===== src/rtl/answer_pkg.sv =====
// Shared types and constants for the answering-machine round sequencer.
package answer_pkg;

    typedef enum logic [2:0] {
        IDLE      = 3'd0,
        ARMED     = 3'd1,
        ANSWERING = 3'd2,
        DONE      = 3'd3
    } state_t;

    localparam int unsigned SCORE_MAX = 9;
    localparam int unsigned REMAIN_W  = 8;

    // Width of a channel index; never narrower than one bit.
    function automatic int unsigned id_width(input int unsigned n);
        return (n > 2) ? $clog2(n) : 1;
    endfunction

endpackage


===== src/rtl/answer_arbiter_rr_pick.sv =====
// Combinational round-robin picker: first set request at or after 'start', wrapping mod N.
module rr_pick
    import answer_pkg::*;
#(
    parameter  int unsigned N = 4,
    localparam int unsigned W = id_width(N)
) (
    input  logic [N-1:0] req,
    input  logic [W-1:0] start,
    output logic         grant_valid,
    output logic [W-1:0] grant_id
);

    // Scan N positions starting at 'start'; the first hit wins.
    always_comb begin
        int unsigned idx;
        grant_valid = 1'b0;
        grant_id    = '0;
        idx         = 0;
        for (int unsigned i = 0; i < N; i++) begin
            idx = 32'(start) + i;
            if (idx >= N) begin
                idx = idx - N;
            end
            if (!grant_valid && req[idx[W-1:0]]) begin
                grant_valid = 1'b1;
                grant_id    = W'(idx);
            end
        end
    end

endmodule


===== src/rtl/answer_arbiter.sv =====
// Round sequencer: host start, buzz-in arbitration, fouls, answer window, judging, scores.
module answer_arbiter
    import answer_pkg::*;
#(
    parameter  int unsigned N             = 4,
    parameter  int unsigned ARMED_CYCLES  = 20,
    parameter  int unsigned ANSWER_CYCLES = 10,
    localparam int unsigned W             = id_width(N)
) (
    input  logic                clkout,
    input  logic                rst_n,
    input  logic                host_start,
    input  logic                host_correct,
    input  logic                host_wrong,
    input  logic                host_clear,
    input  logic [N-1:0]        buzz,
    output logic [2:0]          state,
    output logic                winner_valid,
    output logic [W-1:0]        winner_id,
    output logic [N-1:0]        foul,
    output logic [N-1:0]        lockout,
    output logic [REMAIN_W-1:0] remaining,
    output logic                countdown_run,
    output logic                beep_req,
    output logic [4*N-1:0]      scores
);

    localparam logic [REMAIN_W-1:0] ARMED_R  = REMAIN_W'(ARMED_CYCLES);
    localparam logic [REMAIN_W-1:0] ANSWER_R = REMAIN_W'(ANSWER_CYCLES);
    localparam logic [REMAIN_W-1:0] ONE_R    = REMAIN_W'(1);

    state_t                state_q, state_d;
    logic                  winner_valid_d;
    logic [W-1:0]          winner_id_d;
    logic [W-1:0]          last_winner_q, last_winner_d;
    logic [N-1:0]          foul_d, lockout_d;
    logic [N-1:0]          buzz_q, press, win_mask;
    logic [REMAIN_W-1:0]   remaining_d;
    logic                  beep_d, run_d;
    logic [4*N-1:0]        scores_d;
    logic [W-1:0]          rr_start;
    logic                  grant_valid;
    logic [W-1:0]          grant_id;
    logic                  cmd_correct, cmd_wrong, cmd_start;

    assign press       = buzz & ~buzz_q;
    assign cmd_correct = host_correct;
    assign cmd_wrong   = host_wrong & ~host_correct;
    assign cmd_start   = host_start & ~host_correct & ~host_wrong;
    assign rr_start    = (last_winner_q == W'(N - 1)) ? '0 : last_winner_q + 1'b1;
    assign state       = state_q;

    rr_pick #(
        .N (N)
    ) u_rr_pick (
        .req         (press & ~lockout),
        .start       (rr_start),
        .grant_valid (grant_valid),
        .grant_id    (grant_id)
    );

    // One-hot mask of the channel currently holding the floor.
    always_comb begin
        win_mask            = '0;
        win_mask[winner_id] = 1'b1;
    end

    // Next-state and next-output logic for the round sequencer.
    always_comb begin
        state_d        = state_q;
        winner_valid_d = winner_valid;
        winner_id_d    = winner_id;
        last_winner_d  = last_winner_q;
        foul_d         = foul;
        lockout_d      = lockout;
        remaining_d    = remaining;
        beep_d         = 1'b0;
        scores_d       = scores;

        if (host_clear) begin
            state_d        = IDLE;
            foul_d         = '0;
            lockout_d      = '0;
            winner_valid_d = 1'b0;
            remaining_d    = '0;
        end else begin
            unique case (state_q)
                IDLE: begin
                    if (|press) begin
                        foul_d    = foul | press;
                        lockout_d = lockout | press;
                        beep_d    = 1'b1;
                    end
                    if (cmd_start && |(~(lockout | press))) begin
                        state_d     = ARMED;
                        remaining_d = ARMED_R;
                    end
                end
                ARMED: begin
                    if (grant_valid) begin
                        winner_id_d    = grant_id;
                        winner_valid_d = 1'b1;
                        last_winner_d  = grant_id;
                        state_d        = ANSWERING;
                        remaining_d    = ANSWER_R;
                        beep_d         = 1'b1;
                    end else if (remaining <= ONE_R) begin
                        state_d     = IDLE;
                        remaining_d = '0;
                        beep_d      = 1'b1;
                    end else begin
                        remaining_d = remaining - 1'b1;
                    end
                end
                ANSWERING: begin
                    if (cmd_correct) begin
                        for (int unsigned i = 0; i < N; i++) begin
                            if (winner_id == W'(i) && scores[4*i +: 4] < 4'(SCORE_MAX)) begin
                                scores_d[4*i +: 4] = scores[4*i +: 4] + 4'd1;
                            end
                        end
                        state_d     = DONE;
                        remaining_d = '0;
                    end else if (cmd_wrong || remaining <= ONE_R) begin
                        lockout_d      = lockout | win_mask;
                        winner_valid_d = 1'b0;
                        if (|(~(lockout | win_mask))) begin
                            state_d     = ARMED;
                            remaining_d = ARMED_R;
                        end else begin
                            state_d     = DONE;
                            remaining_d = '0;
                        end
                    end else begin
                        remaining_d = remaining - 1'b1;
                    end
                end
                DONE: begin
                    remaining_d = '0;
                end
                default: begin
                    state_d = IDLE;
                end
            endcase
        end

        run_d = (state_d == ARMED) || (state_d == ANSWERING);
    end

    // State and output registers with asynchronous active-low reset.
    always_ff @(posedge clkout or negedge rst_n) begin
        if (!rst_n) begin
            state_q       <= IDLE;
            winner_valid  <= 1'b0;
            winner_id     <= '0;
            last_winner_q <= W'(N - 1);
            foul          <= '0;
            lockout       <= '0;
            remaining     <= '0;
            countdown_run <= 1'b0;
            beep_req      <= 1'b0;
            scores        <= '0;
            buzz_q        <= '0;
        end else begin
            state_q       <= state_d;
            winner_valid  <= winner_valid_d;
            winner_id     <= winner_id_d;
            last_winner_q <= last_winner_d;
            foul          <= foul_d;
            lockout       <= lockout_d;
            remaining     <= remaining_d;
            countdown_run <= run_d;
            beep_req      <= beep_d;
            scores        <= scores_d;
            buzz_q        <= buzz;
        end
    end

endmodule


===== config.mk =====
export PLATFORM = sky130hd
export DESIGN_NAME = answer_arbiter
export DESIGN_NICKNAME = d
export VERILOG_FILES = /design/src/rtl/answer_pkg.sv /design/src/rtl/answer_arbiter_rr_pick.sv /design/src/rtl/answer_arbiter.sv
export SDC_FILE = /design/constraint.sdc
export NUM_CORES = 1
export LEC_CHECK = 0
export BUFFER_PORTS_ARGS = -buffer_cell sky130_fd_sc_hd__buf_2
export CORE_MARGIN = 2
export CORE_UTILIZATION = 55
export DETAILED_ROUTE_END_ITERATION = 10
export PLACE_DENSITY = 0.77
export SLEW_MARGIN = 20
export SYNTH_ARGS = -nofsm -noshare
export SYNTH_HDL_FRONTEND = slang
export SYNTH_HIERARCHICAL = 1
export SYNTH_SLANG_ARGS = --single-unit

===== constraint.sdc =====
create_clock -name clkout -period 2.07 [get_ports clkout]
set_input_delay 0.207 -clock clkout [delete_from_list [all_inputs] [get_ports clkout]]
set_output_delay 0.207 -clock clkout [all_outputs]
set_load 0.01 [all_outputs]

==> results.md <==
* Status: finished clean
* Setup TNS at 0 ns
* CTS Buffer Depth at 2
* Final setup viols at 0
* Delay-heaviest family, CP: compound AO/OA/AOI/OAI gates
* Worst setup path class: register to register
* Synth cell types at 52
* IO buf count at 49
* PwrDens at roughly 560 nW/µm²
* Leakage at between 0.0015 and 0.002 µW
* Starting Density at between 50% and 60%
* Iter 0 DRT Violations at 150
* Rel. slew slack at around 65%
* Core Area at 4380 µm²
* Maxcap violations at 0
* Crit path required time at 2.23 ns
* Post-Syn Nets at approximately 280
* H-Tree Depth at 2
* DR vias at between 2000 and 2500
* Final period util at between 90% and 100%
* TritonCTS clock tree: yes
* Critical path fanouts, max at 6
* Final Slew Violations at 0
* Slowest stage delay, CP at about 0.40 ns
* YS warnings at 6
* CTS sink count at 46
* Fin nets at 340
* Total congestion overflow at 0
* Inserted Clock Buffers at 5
* Clock root cell: clkbuf_8
* Synthesized instance count at ~250
* Vias/cell at approximately 5.6
* Fillers at 360
* Top FF cell, synth: dfrtp_1
* Number of global-route vias before repair at about 2100
* Syn Area/Cell at between 9 and 10 µm²
* Avg WL per Cell at around 14 µm
* Wl on met1 at around 2500 µm
* Synthesized flop and latch total at 46
* Row count at 24
* Share of cells above drive strength 1 at between 20 and 30%
* Max Clk Rate at between 500 and 600 MHz
* Post-synth EDFFs at 0
* Final WS setup at approximately 0.16 ns
* Top sig layer: met4
* Worst path cell trace: inv_1, ha_2, o211a_1, o21a_1, and3_1, o21ai_0, o221ai_1
* Initial antenna violation count at 0
* RSZ-0062 raised after global routing: no
* WP buf/inv at 1
* Hpwl dp at roughly 4000 µm
* Worst skew pair latency at about 0.30 ns
* Post-Place Worst Slack at between 0.1 and 0.15 ns
* Num ports at 50
* Antenna diode count at 0
* Drt drc at 0
* Area Overhead vs Synth at 19.6%
* Slew @ Worst Pin at between 0.5 and 0.6 ns
* Met3 Wirelength at about 260 µm
* Crit-path slowest cell: dfrtp_2
* CP Capture Type: register
* Pre-Repair DR Iteration Count at 4
* Detail Route Antenna Nets at 0
* Clk slew on worst S/H paths at 0.08 ns
* Worst EP arrival at slightly above 2 ns
* Post-synthesis sequential area ratio at a little under half
* Drt total wl at roughly 5300 µm
* Final Hold Viols at 0
* First-pass GRT wire length at between 9000 and 10000 µm
* Die ar. at 5150 µm²
* Die Span X at ~72 µm
* Synthesized area at approximately 2500 µm²
* Global Route Usage Sum at approximately 23%
* Worst Hold Class: input pin to register
* Asr flop ratio synth at between 90% and 100%
* Layout Skew at roughly 0.0062 ns
* Fin crit period at between 1.5 and 2 ns
* Largest net degree at the start of global routing at 26
* Die Span Y at about 72 µm
* Routed length on met2 at ~2500 µm
* VDD IR-drop max at 418 µV
* Startpoint Class: register
* GP Congestion at 0.891
-- flip-flops by register name, indices dropped and copies added (netlist names), 2 cells and up --
name           cells
scores            16
remaining          8
buzz_q             4
foul               4
lockout            4
state              3
last_winner_q      2
winner_id          2
-- worst register-to-register path: cells and delay by family (launching register included) --
family	cells	cell delay [ns]
compound gates	4	0.93
flops	1	0.40
fa+ha+maj	1	0.21
simple gates	1	0.18
buf+inv	1	0.06
-- repair_timing --
action	in CTS	in global routing
endpoints found under the hold margin	21	0
buffers inserted	0	1
hold buffers	1	0
gates resized for setup	0	4
setup endpoints to repair	0	4
-- metal layers --
layer | global-route usage (%) | up-vias
met5 | 0 | -
met4 | 7.55 | 0
met2 | 36.5 | 54
li1 | - | 1023
met3 | 6.05 | 6
met1 | 31.2 | 996
-- stage by stage --
stage | total power (µW) | cell area (µm²) | utilization [%] | std cells | hold WS, ns
finish | 1690 | 3020 | 68.8 | 372 | 0.0245
detailed placement | 1180 | 2910 | 66.4 | 362 | 0.213
global route | 1770 | 3020 | 68.8 | 372 | 0.0105
global placement | 1180 | 2910 | 66.4 | 362 | 0.213
CTS | 1720 | 3000 | 68.4 | 371 | 0.0148
floorplan | 1090 | 2520 | - | 254 | -0.0886
-- synthesized netlist by cell type (all sizes together), types with 2 or more instances --
library cell / n / area (µm²)
a2111oi: 4 / 110
a211oi: 2 / 15.0
a21oi: 15 / 75.1
a22o: 3 / 26.3
a311oi: 2 / 17.5
a41o: 4 / 40.0
and2: 3 / 18.8
and3: 2 / 12.5
buf: 3 / 23.8
clkbuf: 3 / 11.3
dfrtp: 44 / 1100
dfstp: 2 / 52.6
ha: 11 / 138
inv: 23 / 86.3
mux2: 2 / 22.5
nand2: 24 / 108
nand2b: 8 / 50.1
nand3: 3 / 15.0
nor2: 24 / 90.1
nor2b: 8 / 57.6
nor3: 9 / 45.0
nor4: 2 / 12.5
o211ai: 2 / 15.0
o21a: 2 / 15.0
o21ai: 15 / 75.1
o221ai: 3 / 26.3
o22ai: 2 / 12.5
or3: 3 / 18.8
xnor2: 9 / 78.8
-- logic make-up (layout without fill, tap and decap cells) --
| group | Yosys count | count (layout) | synth area share (%) |
|---|---|---|---|
| fa+ha+maj | 11 | 11 | 5.45 |
| xor+xnor | 10 | 10 | 3.47 |
| buf+inv | 29 | 95 | 4.81 |
| other cells | 1 | 1 | 0.149 |
| mux | 3 | 3 | 1.29 |
| flops | 46 | 46 | 45.7 |
| compound gates | 64 | 64 | 20.5 |
| simple gates | 90 | 90 | 18.6 |
-- cell usage in the layout (no fill, tap or decap), drive strengths merged, types with 2 or more instances in the layout --
master / instances
buf: 63
dfrtp: 44
nor2: 24
nand2: 24
inv: 23
a21oi: 15
o21ai: 15
ha: 11
xnor2: 9
nor3: 9
nand2b: 8
nor2b: 8
clkbuf: 8
a2111oi: 4
a41o: 4
and2: 3
or3: 3
a22o: 3
o221ai: 3
nand3: 3
nor4: 2
o21a: 2
o22ai: 2
o211ai: 2
a211oi: 2
and3: 2
a311oi: 2
mux2: 2
dfstp: 2
-- where the power goes --
part | internal [µW] | switching [µW]
registers | 923 | 27.2
clock network | 240 | 285
logic | 83.8 | 134
total | 1250 | 447
-- path summary, 6_finish.rpt --
check / from / end / slack (ns) / depth (start not counted)
setup / recovery: remaining[0] / remaining[4] / 0.16 / 7
hold / removal: buzz[2] / buzz_q[2] / 0.02 / 1
setup reg to reg: remaining[0] / remaining[4] / 0.16 / 7
hold reg to reg: foul[3] / foul[3] / 0.50 / 2
max in group asynchronous: rst_n / last_winner_q[0] / 1.07 / 3
min in group asynchronous: rst_n / scores[10] / 0.42 / 2
-- area by class of cell --
cell class	instances	area, µm²	share of cell area, %
multi-input combinational	179	1260	41.7
sequential	46	1150	38.3
timing repair buffer	64	373	12.4
inverter	23	86.3	2.86
clock buffer	8	80.1	2.65
tap	52	65.1	2.16
(Power assumes the default switching activity.)
